===== config.mk =====
export PLATFORM = sky130hd
export DESIGN_NAME = alu_hazard_ctrl
export DESIGN_NICKNAME = d
export VERILOG_FILES = /design/src/rtl/alu_hazard_ctrl_pkg.sv /design/src/rtl/alu_hazard_ctrl_fwd_select.sv /design/src/rtl/alu_hazard_ctrl.sv
export SDC_FILE = /design/constraint.sdc
export NUM_CORES = 1
export LEC_CHECK = 0
export CORE_MARGIN = 2
export CORE_UTILIZATION = 40
export CTS_CLUSTER_DIAMETER = 120
export DETAILED_ROUTE_END_ITERATION = 7
export PLACE_DENSITY = 0.72
export SETUP_SLACK_MARGIN = 0.1
export SYNTH_ARGS = -nofsm -noshare
export SYNTH_HDL_FRONTEND = slang
export SYNTH_SLANG_ARGS = --single-unit

===== constraint.sdc =====
create_clock -name clk -period 2.8 [get_ports clk]
set_clock_uncertainty 0.15 [all_clocks]
set_input_delay 0.28 -clock clk [delete_from_list [all_inputs] [get_ports clk]]
set_output_delay 0.28 -clock clk [all_outputs]
set_load 0.005 [all_outputs]

===== src/rtl/alu_hazard_ctrl_pkg.sv =====
// ---------------------------------------------------------------------------
// alu_hazard_ctrl_pkg
//
// Purpose:
//   Shared types and constants for the ALU hazard/forwarding controller.
//
// Contents:
//   REG_ADDR_W   register index width (8 architectural registers)
//   CNT_W        width of the optional performance counters
//   FWD_*        operand mux select encodings
//   slot_t       EX slot contents {valid, wr, load, dst}
//   prod_t       MEM slot contents {valid, wr, dst}
//   slot_match   "this slot produces the register this operand reads"
//
// Optional feature macro: HAZARD_PERF_CNT_EN (uses CNT_W).
// ---------------------------------------------------------------------------
package alu_hazard_ctrl_pkg;

  localparam int REG_ADDR_W = 3;
  localparam int CNT_W      = 16;

  localparam logic [1:0] FWD_REGFILE = 2'd0;
  localparam logic [1:0] FWD_EXMEM   = 2'd1;
  localparam logic [1:0] FWD_MEMWB   = 2'd2;

  typedef struct packed {
    logic                  valid;
    logic                  wr;
    logic                  load;
    logic [REG_ADDR_W-1:0] dst;
  } slot_t;

  // Once an instruction has left EX its result (load data included) comes
  // back through result_buf2, so the load flag is no longer carried.
  typedef struct packed {
    logic                  valid;
    logic                  wr;
    logic [REG_ADDR_W-1:0] dst;
  } prod_t;

  // Register 0 is an ordinary register here, so no zero-index exclusion.
  function automatic logic slot_match(input logic                  valid,
                                      input logic                  wr,
                                      input logic [REG_ADDR_W-1:0] dst,
                                      input logic [REG_ADDR_W-1:0] src,
                                      input logic                  use_src);
    return use_src && valid && wr && (dst == src);
  endfunction

endpackage


===== src/rtl/alu_hazard_ctrl_fwd_select.sv =====
// ---------------------------------------------------------------------------
// alu_fwd_select
//
// Purpose:
//   Purely combinational forwarding decision for one ALU operand. Compares
//   the operand's source register against the producers in the EX and MEM
//   slots and picks the operand mux select the operand will need once it
//   sits in EX.
//
// Ports:
//   src       in   operand register index
//   use_src   in   operand is actually read by the instruction
//   ex_slot   in   current EX slot (becomes MEM when this operand issues)
//   mem_slot  in   current MEM slot (becomes WB when this operand issues)
//   sel       out  FWD_REGFILE / FWD_EXMEM / FWD_MEMWB
//   load_hit  out  operand needs a load that is still in EX (load-use)
// ---------------------------------------------------------------------------
module alu_fwd_select
  import alu_hazard_ctrl_pkg::*;
(
  input  logic [REG_ADDR_W-1:0] src,
  input  logic                  use_src,
  input  slot_t                 ex_slot,
  input  prod_t                 mem_slot,
  output logic [1:0]            sel,
  output logic                  load_hit
);

  logic ex_hit;
  logic mem_hit;

  // The EX producer is younger than the MEM producer, so it is checked
  // first and wins when both write the same register.
  always_comb begin
    ex_hit   = slot_match(ex_slot.valid, ex_slot.wr, ex_slot.dst, src, use_src);
    mem_hit  = slot_match(mem_slot.valid, mem_slot.wr, mem_slot.dst, src, use_src);
    load_hit = ex_hit && ex_slot.load;
    sel      = FWD_REGFILE;
    if (ex_hit) begin
      sel = FWD_EXMEM;
    end else if (mem_hit) begin
      sel = FWD_MEMWB;
    end
  end

endmodule


===== src/rtl/alu_hazard_ctrl.sv =====
// ---------------------------------------------------------------------------
// alu_hazard_ctrl
//
// Purpose:
//   Operand sourcing and issue control for the pipelined ALU stage. Tracks
//   the producers in flight, registers the operand forwarding selects as an
//   instruction issues into EX, and raises a one-cycle stall on load-use.
//
// Ports:
//   clk        in   pipeline clock
//   rst_n      in   asynchronous active-low reset
//   id_valid   in   decode holds a valid instruction
//   id_src1    in   operand-1 register index
//   id_src2    in   operand-2 register index
//   id_use1    in   instruction reads src1
//   id_use2    in   instruction reads src2
//   id_dst     in   destination register index
//   id_wr      in   instruction writes id_dst
//   id_load    in   instruction is a load
//   flush      in   squash decode and the EX slot
//   stall      out  combinational hold of fetch/decode
//   ex_valid   out  EX slot holds a real instruction
//   fwd_sel1   out  operand-1 mux select (registered)
//   fwd_sel2   out  operand-2 mux select (registered)
//   stall_cnt  out  saturating stall-cycle count (HAZARD_PERF_CNT_EN only)
//   fwd_cnt    out  saturating forwarded-issue count (HAZARD_PERF_CNT_EN only)
//
// Optional feature macro: HAZARD_PERF_CNT_EN.
// ---------------------------------------------------------------------------
module alu_hazard_ctrl
  import alu_hazard_ctrl_pkg::*;
(
  input  logic                  clk,
  input  logic                  rst_n,
  input  logic                  id_valid,
  input  logic [REG_ADDR_W-1:0] id_src1,
  input  logic [REG_ADDR_W-1:0] id_src2,
  input  logic                  id_use1,
  input  logic                  id_use2,
  input  logic [REG_ADDR_W-1:0] id_dst,
  input  logic                  id_wr,
  input  logic                  id_load,
  input  logic                  flush,
  output logic                  stall,
  output logic                  ex_valid,
  output logic [1:0]            fwd_sel1,
  output logic [1:0]            fwd_sel2
`ifdef HAZARD_PERF_CNT_EN
  ,
  output logic [CNT_W-1:0]      stall_cnt,
  output logic [CNT_W-1:0]      fwd_cnt
`endif
);

  // The WB slot is not held in flops: an instruction in WB is writing the
  // register file while the consumer reads it, so it never changes a select.
  slot_t      ex_slot;
  prod_t      mem_slot;

  logic [1:0] sel1_next;
  logic [1:0] sel2_next;
  logic       load_hit1;
  logic       load_hit2;
  logic       issue;

  alu_fwd_select u_fwd1 (
    .src      (id_src1),
    .use_src  (id_use1),
    .ex_slot  (ex_slot),
    .mem_slot (mem_slot),
    .sel      (sel1_next),
    .load_hit (load_hit1)
  );

  alu_fwd_select u_fwd2 (
    .src      (id_src2),
    .use_src  (id_use2),
    .ex_slot  (ex_slot),
    .mem_slot (mem_slot),
    .sel      (sel2_next),
    .load_hit (load_hit2)
  );

  // Flush takes priority over the load-use stall: the consumer is being
  // squashed anyway, so there is nothing to wait for.
  always_comb begin
    stall = id_valid && !flush && (load_hit1 || load_hit2);
    issue = id_valid && !stall && !flush;
  end

  // The slots advance every cycle. A stalled or flushed cycle issues a
  // bubble into EX, which also returns both selects to the register file.
  always_ff @(posedge clk or negedge rst_n) begin
    if (!rst_n) begin
      ex_slot  <= '0;
      mem_slot <= '0;
      fwd_sel1 <= FWD_REGFILE;
      fwd_sel2 <= FWD_REGFILE;
    end else begin
      mem_slot.valid <= ex_slot.valid;
      mem_slot.wr    <= ex_slot.wr;
      mem_slot.dst   <= ex_slot.dst;
      if (issue) begin
        ex_slot.valid <= 1'b1;
        ex_slot.wr    <= id_wr;
        ex_slot.load  <= id_load;
        ex_slot.dst   <= id_dst;
        fwd_sel1      <= sel1_next;
        fwd_sel2      <= sel2_next;
      end else begin
        ex_slot       <= '0;
        fwd_sel1      <= FWD_REGFILE;
        fwd_sel2      <= FWD_REGFILE;
      end
    end
  end

  assign ex_valid = ex_slot.valid;

`ifdef HAZARD_PERF_CNT_EN
  logic fwd_event;

  always_comb begin
    fwd_event = issue && ((sel1_next != FWD_REGFILE) || (sel2_next != FWD_REGFILE));
  end

  // Both counters stop at all-ones rather than wrapping so a long run never
  // reports a misleadingly small figure.
  always_ff @(posedge clk or negedge rst_n) begin
    if (!rst_n) begin
      stall_cnt <= '0;
      fwd_cnt   <= '0;
    end else begin
      if (stall && (stall_cnt != {CNT_W{1'b1}})) begin
        stall_cnt <= stall_cnt + 1'b1;
      end
      if (fwd_event && (fwd_cnt != {CNT_W{1'b1}})) begin
        fwd_cnt <= fwd_cnt + 1'b1;
      end
    end
  end
`endif

endmodule


==> results of run 1 <==
[worst max-delay path, cell delays in order]
cell,delay [ns]
clkdlybuf4s50_1,0.45
xor2_1,0.17
nor4_2,0.38
o21a_2,0.25
and2_1,0.14
clkdlybuf4s50_1,0.49
[power by group through the flow]
stage | clock, mW | sequential, mW | combinational [mW]
2_1_floorplan | 0 | 0.232 | 0.0192
6_report | 0.119 | 0.228 | 0.0549
4_1_cts | 0.121 | 0.228 | 0.0543
3_3_place_gp | 0 | 0.232 | 0.0542
3_5_place_dp | 0 | 0.233 | 0.0538
5_1_grt | 0.133 | 0.229 | 0.0609
[synthesized netlist by cell type]
cell	instances
or2b_1	1
and3_1	1
and2_1	1
a2111oi_0	2
nand3_1	4
nor2b_4	1
xor2_1	6
xnor2_1	6
dfrtp_1	15
nor2_1	6
nand2_1	7
o21a_2	1
nor4_2	2
nor3b_1	2
[what timing repair did]
| item | 4_1_cts | 5_1_grt |
|---|---|---|
| hold buffers | 0 | 0 |
| gates resized for setup | 0 | 1 |
| endpoints found under the setup margin | 0 | 1 |
[placed cells by master (no fill, tap or decap), drive strengths merged]
cell and count:
xor2 6, nand2 7, nor3b 2, a2111oi 2
or2b 1, xnor2 6, nor4 2, and2 1
clkbuf 4, nor2 6, clkdlybuf4s50 22, o21a 1
nand3 4, nor2b 1, and3 1, dfrtp 15
[area by class of cell]
cell class | count | area share
Clock buffer | 4 | 0.0284
Multi-Input combinational cell | 40 | 0.306
Sequential cell | 15 | 0.406
Tap cell | 16 | 0.0217
Timing Repair Buffer | 22 | 0.238
[flip-flops by register name, summed over array words and instances, names as in the netlist]
| register | count |
|---|---|
| fwd_sel2 | 2 |
| fwd_sel1 | 2 |
| ex_slot | 5 |
| ex_valid | 1 |
| mem_slot | 5 |
[final timing paths]
path | end | slack (ns)
setup / recovery | stall | 0.21
hold / removal | ex_valid | 0.25
setup reg to reg | ex_slot[0] | 1.25
hold reg to reg | mem_slot[3] | 0.28
max in group asynchronous | mem_slot[0] | 1.84
min in group clk | mem_slot[3] | 0.28
[per-layer routing]
layer | vias up | wire [um]
met5 | - | 0
met4 | 0 | 17
met3 | 3 | 105
met2 | 25 | 614
met1 | 223 | 465
li1 | 238 | -
[through the flow]
step / utilization / total power, mW
2_1_floorplan: - / 0.251
3_3_place_gp: 0.591 / 0.287
3_5_place_dp: 0.591 / 0.286
4_1_cts: 0.608 / 0.404
5_1_grt: 0.614 / 0.423
6_report: 0.614 / 0.402
[kinds of logic (layout without fill, tap and decap cells)]
logic type,count (synthesis),after routing
simple gates,25,25
xor+xnor,12,12
compound gates,3,3
buf+inv,0,26
flops,15,15
==> run_results.csv, run 1 <==
group,metric,value,unit
worst_setup_path,criticalPathCategory,"in2out",
clock_network,clock_latency,0.28,ns
sta,fmax,386,MHz
clock_network,path_clk_slew,0.08,ns
flow_run,drv_cap,0,
synth,avgSynthCellArea,11.8,um2
placement,io_buffers,22,
clock_network,cts_tree,"built",
global_route,grt_start_max_net_pins,16,
route,drc,0,
worst_setup_path,cp_max_fo,7,
power_and_ir_drop,p_sw,0.0913,mW
floorplan,dieHeight,44.3,um
floorplan,die-area,0.00196,mm2
clock_network,cts-htree-levels,1,
global_route,grt_pass1_vias,516,
layout,diodes,0,
route,detail-route-antenna-nets,0,
synth,synth_area_leaders,"dfrtp_1 (58%), xnor2_1 (8.1%), xor2_1 (8.1%)",
route,via_per_inst,5.04,
route,drtIter0Drc,3,
placement,finalWeightedCongestion,0.814,
synth,synth-compound-area-share,0.0405,
layout,area_growth,42.4,%
global_route,track_usage,0.150,
sta,finalSetupViolations,0,
synth,yosys.area_share.adder,0,
synth,yosys.area.top_type,"dfrtp_1",
floorplan,initial_core_util,0.431,
global_route,antenna_found_initial,0,
route,via_count,489,
synth,ys_ff_latch,15,
synth,muxShareOfSynthArea,0,
placement,place_area,890,um2
layout,fin_cells,97,
synth,syn_inst,55,
synth,synthSimpleGateAreaFrac,0.220,
sta,tns,0,ns
placement,post-place-ws,0.161,ns
synth,yosysUniqueCellTypes,14,
clock_network,cts-root-buf,"clkbuf_4",
layout,final_area,925,um2
power_and_ir_drop,power_density,435,mW/mm2
power_and_ir_drop,clockPowerShare,0.296,
worst_setup_path,start_kind,"primary input",
route,drt_pass1_iterations,4,
global_route,gr-usage-met3,0.0286,
sta,rsz0062_at_grt,"false",
synth,ys_seq_area_frac,0.578,
layout,drive_gt1_frac,0.0864,
worst_setup_path,worstRegToRegCells,4,
global_route,grt_pass1_wl,2.08,mm
synth,synth-xor-area-share,0.162,
global_route,met2_usage,0.268,
min_path,hold_class,"in2async",
synth,synth_warnings,0,
synth,synth_fp_nets,72,
sta,holdWs,0.248,ns
floorplan,row_count,14,
clock_network,cts_setup_buffers,0,
power_and_ir_drop,swShare,0.227,
route,post_drt_wl_per_cell,12.4,um
sta,slew_headroom,0.565,
synth,yosysTopAreaCellShare,0.578,
power_and_ir_drop,max-vdd-ir-drop,0.000259,V
global_route,grt_use_met1,0.170,
synth,syn-cell-area,649,um2
clock_network,cts.sinks,15,
outcome,status,"complete, no violations",
power_and_ir_drop,p_seq_frac,0.568,
worst_setup_path,worstSetupStartpoint,"id_src2[2]",
worst_setup_path,arrival,2.16,ns
sta,finalHoldViolCount,0,
placement,dp.cells,93,
clock_network,cts_buffer_depth,2,
layout,finalNetCount,99,
sta,fin_crit_sh,0.926,
synth,synth_top_family_by_area,"simple AND/OR/NAND/NOR gates",
power_and_ir_drop,pwr-share-comb,0.137,
global_route,grt-ovfl-total,0,
sta,slew_violations,0,
worst_setup_path,rr_startpoint,"ex_slot[2]",
clock_network,cts_buffers,3,
floorplan,die_x,44.3,um
power_and_ir_drop,leakage,0.404,nW
sta,tightest_slew,0.651,ns
worst_setup_path,required,2.37,ns
floorplan,core_region_area,0.00151,mm2
global_route,grt-busiest-layer,"met2",
sta,fin_crit,2.59,ns
route,drt_wl_total,1.20,mm
worst_setup_path,endpoint_kind,"primary output",
layout,multi_input_area,283,um2
floorplan,pin_count,23,
sta,setup_slack,0.208,ns
layout,ff_latch_area,375,um2
power_and_ir_drop,p_int,0.311,mW
layout,fillers,124,
Power figures use the tool's default switching activity.
==> run 2: changes to the inputs <==
CORE_MARGIN = 8   (was 2)
==> run_results.csv, run 2 (synthesis results as in run 1) <==
group,metric,value,unit
outcome,status,"complete, no violations",
layout,final_cell_mix,"clkdlybuf4s50_1 (22), dfrtp_1 (15), nand2_1 (7)",
placement,dp_hpwl,1.14,mm
min_path,hold_class,"in2async",
layout,finalNetCount,100,
layout,diodes,0,
clock_network,cts_buffers,3,
route,drt_wl_total,1.36,mm
power_and_ir_drop,max-vdd-ir-drop,0.000203,V
floorplan,initial_core_util,0.431,
clock_network,cts_buffer_depth,2,
route,via_count,473,
clock_network,cts.sinks,15,
worst_setup_path,critical_path.slowest_cell,"clkdlybuf4s50_1",
route,drc,0,
floorplan,core_region_area,0.00151,mm2
sta,slew_headroom,0.573,
clock_network,cts_hold_buf,0,
route,drt_pass1_iterations,4,
placement,finalWeightedCongestion,0.759,
sta,fmax,393,MHz
clock_network,cts-htree-levels,1,
floorplan,dieHeight,56.3,um
worst_setup_path,rr_startpoint,"ex_slot[0]",
sta,slew_violations,0,
floorplan,die-area,0.00317,mm2
sta,tns,0,ns
worst_setup_path,cp_max_fo,4,
layout,reg_top3,"ex_slot (5), mem_slot (5)",
worst_setup_path,path_depth,6,
power_and_ir_drop,power_density,434,mW/mm2
global_route,antenna_found_initial,0,
worst_setup_path,crit_path_cell_trace,"clkdlybuf4s50_1 > xor2_1 > nor4_2 > o21a_2 > and2_1 > clkdlybuf4s50_1",
worst_setup_path,worstRegToRegCells,5,
route,detail-route-antenna-nets,0,
layout,fillers,137,
clock_network,cts_setup_buffers,0,
worst_setup_path,worstSetupStartpoint,"id_src1[2]",
sta,fin_crit,2.54,ns
worst_setup_path,cpMostUsedCell,"clkdlybuf4s50_1",
worst_setup_path,criticalPathCategory,"in2out",
sta,tightest_slew,0.638,ns
global_route,grt-ovfl-total,0,
clock_network,cts_tree,"built",
clock_network,ctsResizeCount,0,
route,drtIter0Drc,4,
sta,finalSetupViolations,0,
worst_setup_path,required,2.37,ns
clock_network,path_clk_slew,0.09,ns
worst_setup_path,arrival,2.11,ns
global_route,grt_start_max_net_pins,16,
layout,final_util,0.613,
worst_setup_path,critPathTopFamily,"buffers and inverters",
floorplan,row_count,14,
global_route,track_usage,0.0927,
global_route,grt_pass1_vias,548,
placement,io_buffers,22,
power_and_ir_drop,leakage,0.407,nW
floorplan,pin_count,23,
flow_run,drv_cap,0,
worst_setup_path,critPathMaxStageDelay,0.50,ns
route,wl_met1,563,um
sta,rsz0062_at_grt,"false",
clock_network,clock_latency,0.28,ns
clock_network,cts-root-buf,"clkbuf_4",
global_route,grt_pass1_wl,2.35,mm
worst_setup_path,endpoint_kind,"primary output",
layout,area_growth,42.2,%
worst_setup_path,start_kind,"primary input",
worst_setup_path,crit_buf_inv,2,
route,wl_met3,134,um
route,topRoutingLayerUsed,"met3",
sta,fin_crit_sh,0.909,
route,post_drt_wl_per_cell,13.9,um
route,dr_wl_met2,661,um
floorplan,die_x,56.3,um
sta,finalHoldViolCount,0,
route,via_per_inst,4.83,
layout,drive_gt1_frac,0.0976,
layout,final_common_cell,"clkdlybuf4s50_1",
[run 2: cell types whose count changed in the layout (fill, tap and decap cells not counted)]
cell / before / now
nor4_2: 1 / 2
buf_4: 0 / 1
nor4_4: 1 / 0
[run 2: worst register-to-register path, cell delays in order, from the launching register on]
cell,delay (ns)
dfrtp_1,0.41
xor2_1,0.18
nor4_2,0.39
o21a_2,0.21
buf_4,0.14
nor2_1,0.05
[run 2: layout make-up]
class                           instances  area [um2]  area share
Sequential cell                        15         375       0.407
Timing Repair Buffer                   23         228       0.247
Tap cell                               16        20.0      0.0217
Clock buffer                            4        26.3      0.0285
Multi-Input combinational cell         40         274       0.297
[run 2: report_power, final]
part | switching, mW | internal [mW] | leakage, nW
clock | 0.0633 | 0.0552 | 0.0150
combinational | 0.0211 | 0.0324 | 0.189
sequential | 0.00540 | 0.223 | 0.203
[run 2: routing by layer]
layer / vias up / track usage
met5: - / 0
met4: 0 / 0.0515
met3: 0 / 0.0472
met2: 18 / 0.149
met1: 215 / 0.0952
li1: 240 / -
[run 2: per-stage QoR]
stage | cell area, um2 | cells | total power [mW] | hold WS (ns) | setup slack, ns
6_report | 923 | 98 | 0.400 | 0.240 | 0.256
5_1_grt | 923 | 98 | 0.421 | 0.303 | 0.151
4_1_cts | 923 | 98 | 0.407 | 0.264 | 0.249
3_5_place_dp | 897 | 94 | 0.287 | 0.268 | 0.274
3_3_place_gp | 897 | 94 | 0.286 | 0.253 | 0.242
2_1_floorplan | 649 | 55 | 0.251 | -0.166 | 1.11
[run 2: path summary, 6_finish.rpt]
| check | end | slack [ns] |
|---|---|---|
| setup / recovery | stall | 0.26 |
| hold / removal | ex_valid | 0.24 |
| setup reg to reg | ex_slot[0] | 1.17 |
| hold reg to reg | mem_slot[0] | 0.29 |
| max in group asynchronous | ex_slot[0] | 1.84 |
| min in group clk | mem_slot[0] | 0.29 |
